**src/rtl/ssd_scan_ctrl.sv**
```systemverilog
// ssd_scan_ctrl
//   Time-multiplexed scan controller for a 4-digit common-anode seven-segment
//   display. One shared decoder is fed the BCD nibble of the digit currently
//   being scanned while the matching anode is enabled. Display values are
//   loaded into a shadow register and committed only at frame boundaries so a
//   frame never shows a mix of old and new digits.
//
// Ports
//   clk        : single clock
//   reset      : synchronous, active-high reset
//   val_in     : four BCD nibbles, [3:0] = digit 0 (rightmost)
//   dp_in      : decimal-point enables per digit, active-high
//   load       : one-cycle strobe capturing val_in/dp_in
//   lz_en      : leading-zero blanking enable (sampled live)
//   digit_out  : nibble of the selected digit, to the decoder input
//   an         : anode enables, active-low
//   dp_n       : decimal point, active-low
//   ack        : one-cycle pulse when a loaded value commits to the display
module ssd_scan_ctrl #(
    parameter int REFRESH_DIV  = 100000,
    parameter int BLANK_CYCLES = 1000
) (
    input  logic        clk,
    input  logic        reset,
    input  logic [15:0] val_in,
    input  logic [3:0]  dp_in,
    input  logic        load,
    input  logic        lz_en,
    output logic [3:0]  digit_out,
    output logic [3:0]  an,
    output logic        dp_n,
    output logic        ack
);

    localparam int CNT_W = $clog2(REFRESH_DIV);
    localparam logic [CNT_W-1:0] CNT_LAST  = CNT_W'(REFRESH_DIV - 1);
    localparam logic [CNT_W-1:0] CNT_BLANK = CNT_W'(BLANK_CYCLES);

    logic [CNT_W-1:0] cnt;
    logic [1:0]       idx;
    logic [19:0]      active;   // {dp[3:0], bcd[15:0]} currently displayed
    logic [19:0]      shadow;   // last loaded value awaiting commit
    logic             pending;

    logic             frame_end;
    logic [3:0]       sel_nib;
    logic [3:0]       dp_bits;
    logic             sel_dp;
    logic             zero_run;
    logic             blank;
    logic             enable;
    logic [3:0]       an_next;

    always_comb begin
        frame_end = (cnt == CNT_LAST) && (idx == 2'd3);
        dp_bits   = active[19:16];
        sel_dp    = dp_bits[idx];

        sel_nib  = active[3:0];
        zero_run = 1'b0;
        // zero_run: this nibble and every higher one are zero. Digit 0 is
        // never zero-blanked so a value of 0000 still shows a single "0".
        case (idx)
            2'd0: begin
                sel_nib  = active[3:0];
                zero_run = 1'b0;
            end
            2'd1: begin
                sel_nib  = active[7:4];
                zero_run = (active[15:4] == 12'd0);
            end
            2'd2: begin
                sel_nib  = active[11:8];
                zero_run = (active[15:8] == 8'd0);
            end
            default: begin
                sel_nib  = active[15:12];
                zero_run = (active[15:12] == 4'd0);
            end
        endcase

        // Codes A..F have no defined decoder pattern, so keep the anode off.
        blank   = (sel_nib > 4'd9) || (lz_en && zero_run);
        // The first BLANK_CYCLES of every slot keep all anodes off while the
        // decoder settles on the new nibble (anti-ghosting).
        enable  = (cnt >= CNT_BLANK) && !blank;
        an_next = enable ? ~(4'b0001 << idx) : 4'b1111;
    end

    always_ff @(posedge clk) begin
        if (reset) begin
            cnt       <= '0;
            idx       <= 2'd0;
            active    <= '0;
            shadow    <= '0;
            pending   <= 1'b0;
            an        <= 4'b1111;
            digit_out <= 4'd0;
            dp_n      <= 1'b1;
            ack       <= 1'b0;
        end else begin
            // Slot counter and digit index
            if (cnt == CNT_LAST) begin
                cnt <= '0;
                idx <= idx + 2'd1;
            end else begin
                cnt <= cnt + 1'b1;
            end

            // Load / commit. A load landing on the boundary cycle goes straight
            // to the display instead of waiting a whole frame in the shadow.
            if (frame_end) begin
                if (load) begin
                    active <= {dp_in, val_in};
                end else if (pending) begin
                    active <= shadow;
                end
                pending <= 1'b0;
                ack     <= load || pending;
            end else begin
                if (load) begin
                    shadow  <= {dp_in, val_in};
                    pending <= 1'b1;
                end
                ack <= 1'b0;
            end

            // Output register: one cycle behind cnt/idx
            digit_out <= sel_nib;
            an        <= an_next;
            dp_n      <= enable ? ~sel_dp : 1'b1;
        end
    end

endmodule

```
**config.mk**
```make
export PLATFORM = sky130hd
export DESIGN_NAME = ssd_scan_ctrl
export DESIGN_NICKNAME = d
export VERILOG_FILES = /design/src/rtl/ssd_scan_ctrl.sv
export SDC_FILE = /design/constraint.sdc
export NUM_CORES = 1
export LEC_CHECK = 0
export ABC_AREA = 1
export CORE_MARGIN = 3
export CORE_UTILIZATION = 50
export DETAILED_ROUTE_END_ITERATION = 16
export PLACE_DENSITY = 0.71
export REMOVE_ABC_BUFFERS = 1
export SLEW_MARGIN = 0
export SYNTH_ARGS = -nofsm -noshare
export SYNTH_HDL_FRONTEND = slang
export SYNTH_SLANG_ARGS = --single-unit
```
**constraint.sdc**
```tcl
create_clock -name clk -period 4.4 [get_ports clk]
set_input_delay 0.66 -clock clk [delete_from_list [all_inputs] [get_ports clk]]
set_output_delay 0.66 -clock clk [all_outputs]
set_load 0.05 [all_outputs]
```
Word-level counts from Yosys, hierarchy flattened
Cells that the tools add are included.

Register bits after elaboration: 70. Bits in latches: 0. Bits in writable memories: 0. Memory bits (read-only): 0. Input port bits: 24. Output and inout port bits: 10. Word-level logic and storage cells: 46. Memories kept: 0.

Add/sub/neg operators: 2. Multipliers: 0. Div/mod/pow operators: 0. Order comparisons: 3. Eq/ne operators: 4. Shift-type cells: 1. Multiplexer cells: 6. Bitwise gates (word level): 4. Reduce and logical (&&, ||, !) cells: 17.

Operators by type and width (number): 20-bit 2-to-1 mux (2); 17-bit by 1-bit adder with 17-bit output (second input constant) (1); 17-bit equality test (second input constant) (1); 17-bit by 10-bit greater-or-equal comparator with 1-bit output (second input constant) (1); 12-bit zero test (1); 4-bit one-hot mux with 3 select lines (1); 8-bit zero test (1); 2-bit OR reduction (4); 2-bit equality test (second input constant) (2); 4-bit > comparator (second input constant) (1); 4-bit zero test (1); 4-bit inverter (1); 2-bit AND reduction (2); 1-bit by 2-bit << shifter with 4-bit output (first input constant) (1); 1-bit logical AND (3); 2-bit by 3-bit < comparator with 1-bit output (second input constant) (1); 1-bit inverter (3); 1-bit one-hot mux with 3 select lines (1); 2-bit by 1-bit adder with 2-bit output (second input constant) (1); 1-bit binary-select mux with 2-bit select (1); 2-bit by 1-bit equality test with 1-bit output (second input constant) (1); 2-bit zero test (1); 1-bit logical OR (2); 2-bit nonzero test (1); 2 further kinds (2).

Logic depth before layout (Yosys ltp)
Word-level depth: 8. Depth in mapped cells: 9. Depth with buffers taken out: 8.

Worst setup path after synthesis
No wires, ideal clock.

Kind: input-to-reg. Start: in load. End: reg active[12]. Setup time: 0.113 ns. Arrival time: 1.496 ns. Slack: 2.791 ns. Cell stages on the path: 6. Cell sequence: buf_2 > buf_2 > mux2i_1 > nand4_1 > nand2_1 > nor2_1.

Word-level cells in the longest chain between the ends: 2.

RTL lines: from (decl) (RTL line 27) `input logic load,`; 2-bit nonzero test (no source line); 2-bit AND reduction (no source line); to (signal assigned) (RTL line 114) `active <= {dp_in, val_in};`; to (signal assigned) (RTL line 116) `active <= shadow;`; to (decl) (RTL line 41) `logic [19:0] active;`.

Several ways; a longest one is shown, not always the timed one. A chain may end at the register's enable or synchronous reset.

Worst setup path in the final report
Start: reg idx[1]. End: reg active[9].

Word-level cells in the longest chain between the ends: 3.

RTL lines: from (decl) (RTL line 40) `logic [1:0] idx;`; from (signal assigned) (RTL line 105) `idx <= idx + 2'd1;`; 2-bit equality test (RTL line 55) `frame_end = (cnt == CNT_LAST) && (idx == 2'd3);`; 1-bit logical AND (RTL line 55); 2-bit AND reduction (no source line).

No other way between the ends.

==> flow_summary.toml <==
[cells_and_area]
final_nets = 535
num-fill-cells = 607
multiInputGateArea_um2 = 1734
diodes = 0
ff_latch_area_um2 = 1401
syn_to_final_growth_pct = 15.31
finalCoreUtilization_pct = 60.88
layout-drive-gt1-share_pct = 5.501

[yosys]
synth_cells = 482
synth_top_area_share_pct = 40.64
syn_area_um2 = 3448
yosysSeqAreaShare_pct = 40.64
synth-seq-cells = 70
synth.area.top_cells = "dfxtp_1 (41%), nor2_1 (10%), nand2_1 (9.0%)"
yosys_warnings = 0
synth.avg_cell_area_um2 = 7.154
yosys.area.top_type = "dfxtp_1"
synthDistinctLibCells = 30

[timing]
final_hold_viol_count = 0
skew_ps = 12.97
slew_headroom_pct = 39.72
setup_viol = 0
slew_viol_final = 0
rsz0062_at_grt = "no"
fmax_mhz = 360.6
period_share_pct = 63.02
fin_crit_ps = 2773
max_slew.worst_pin.slew_ps = 904.2
totalNegativeSetupSlack_ps = 0
whs_ps = 470.1

[critical_path]
required_ps = 4680
worstPathArrival_ps = 3050
slowest_delay_ps = 790
worstPathMaxFanout = 43
path_buf_inv = 0
path_cells = "ha_1 -> nand4_4 -> nor2_4 -> nor2_1 -> nor2_1"
cp_common_cell = "nor2_1"
end_kind = "flip-flop"
crit_path_start_kind = "flip-flop"
slowest_stage = "ha_1"
crit_family = "simple AND/OR/NAND/NOR gates"
critical_path_class = "flip-flop to flip-flop"

[power]
ir_worst_vdd_uv = 179.4
power_density_nw_per_um2 = 335.7
leakagePower_nw = 1.728

[cts]
cts_max_level = 3
cts-hold-fix-buffers = 0
clock-sinks = 70
cts_made_buffers = 9
clk_latency_ps = 340
clk_pin_slew_worst_paths_ps = 80
post_cts_buffers = 0
tritoncts = "yes"
cts_root_buf = "clkbuf_8"
cts_resized = 0
cts_buffer_depth = 2

[detailed_routing]
num_vias = 3041
drc = 0
detail_route.iter0.violations = 265
totalWireLength_um = 6956
wl_per_cell_um = 11.87
vias_per_cell = 5.189
ant_nets = 0
drt_pass1_iterations = 4

[floorplanning]
die_area_um2 = 7929
fp.dieH_um = 89.05
ios = 34
num_rows = 29
core_area_um2 = 6531
start_util_pct = 52.80
die_w_um = 89.05

[grt]
antenna_found_initial = 0
top_usage_layer = "met2"
grt_start_max_net_pins = 61
grt.met3_usage_pct = 3.871
grt_pass1_wl_um = 12230
first_global_vias = 2702
grt_use_met2_pct = 28.34
grt.total_usage_pct = 19.27
use_met1_pct = 27.22
overflow = 0

[run]
max_cap_viol_count = 0

[outcome]
outcome = "complete, no violations"

[placement]
hpwl_um = 4755
place.gp.congestion = 0.8561
portBuffers = 33

[min_path]
hp-class = "flip-flop to flip-flop"
==> layout make-up <==
type / instances / share of cell area, %
Clock inverter: 5 / 2.077
Tap cell: 77 / 2.423
Clock buffer: 11 / 3.556
Multi-Input combinational cell: 340 / 43.61
Timing Repair Buffer: 35 / 8.559
Inverter: 48 / 4.531
Sequential cell: 70 / 35.24
==> flip-flops by register name, indices dropped and copies added (netlist names) <==
| register | cells |
|---|---|
| pending | 1 |
| digit_out | 4 |
| ack | 1 |
| idx | 2 |
| active | 20 |
| an | 4 |
| shadow | 20 |
| cnt | 17 |
| dp_n | 1 |
==> power by group <==
group / switching (mW) / total [mW] / leakage, nW / internal (mW)
Sequential: 0.00834 / 0.657 / 0.570 / 0.649
Combinational: 0.0514 / 0.0974 / 1.04 / 0.0460
Clock: 0.244 / 0.580 / 0.113 / 0.336
Total: 0.304 / 1.33 / 1.73 / 1.03
==> per-stage QoR <==
step / setup WS, ps / power, mW / area, um2 / std cells
6_report: 1627 / 1.335 / 3976 / 586
5_1_grt: 1324 / 1.389 / 3976 / 586
4_1_cts: 1649 / 1.346 / 3976 / 586
3_5_place_dp: 1664 / 0.7700 / 3752 / 570
3_3_place_gp: 1808 / 0.7669 / 3752 / 570
2_1_floorplan: 2346 / 0.7245 / 3316 / 458
==> cells in the final DEF (no fill, tap or decap), types with 3 or more instances in the layout <==
master / instances
xor2_1: 3
dfxtp_1: 70
o21ai_0: 10
nor2_1: 94
nand3_1: 35
inv_1: 46
clkdlybuf4s50_1: 32
a21oi_1: 31
nor3_1: 11
clkbuf_8: 10
ha_1: 7
mux2i_1: 20
nand4_1: 30
nand2_1: 83
==> Yosys cell counts <==
| library cell | n |
|---|---|
| nand2_2 | 1 |
| buf_6 | 2 |
| inv_1 | 46 |
| nor2_4 | 2 |
| dfxtp_1 | 70 |
| nor2_2 | 2 |
| buf_4 | 4 |
| xnor2_1 | 1 |
| clkbuf_1 | 3 |
| nand3_1 | 35 |
| o21ai_1 | 2 |
| a21oi_1 | 31 |
| o22ai_1 | 1 |
| xor2_1 | 3 |
| inv_2 | 2 |
| or2_2 | 1 |
| nand4_1 | 30 |
| nand2_1 | 83 |
| nand3b_2 | 1 |
| mux2i_1 | 20 |
| o21ai_0 | 10 |
| ha_1 | 7 |
| a31oi_1 | 1 |
| nor2_1 | 94 |
| buf_1 | 5 |
| nor3b_1 | 2 |
| buf_2 | 10 |
| nand4_4 | 1 |
| or2_0 | 1 |
| nor3_1 | 11 |
==> layer usage <==
layer / routed length [um] / vias to the layer above
met2: 2884 / 64
met3: 334 / 15
met5: 0 / -
met4: 138 / 0
li1: - / 1620
met1: 3598 / 1342
==> kinds of logic after synthesis <==
family,Yosys count,share of synthesized area (%)
XOR/XNOR,4,1.016
AND/OR/NAND/NOR,264,34.33
flip-flops,70,40.64
adder cells (fa/ha/maj),7,2.540
buffers and inverters,72,9.071
AO/OA/AOI/OAI,45,6.604
multiplexers,20,5.805
==> path summary, 6_finish.rpt <==
kind,end,start,cells past startpoint,slack (ps)
max,active[9],idx[1],5,1630
min,cnt[0],cnt[0],1,470
max reg2reg,active[9],idx[1],5,1630
min reg2reg,cnt[0],cnt[0],1,470
(Power assumes the default switching activity.)
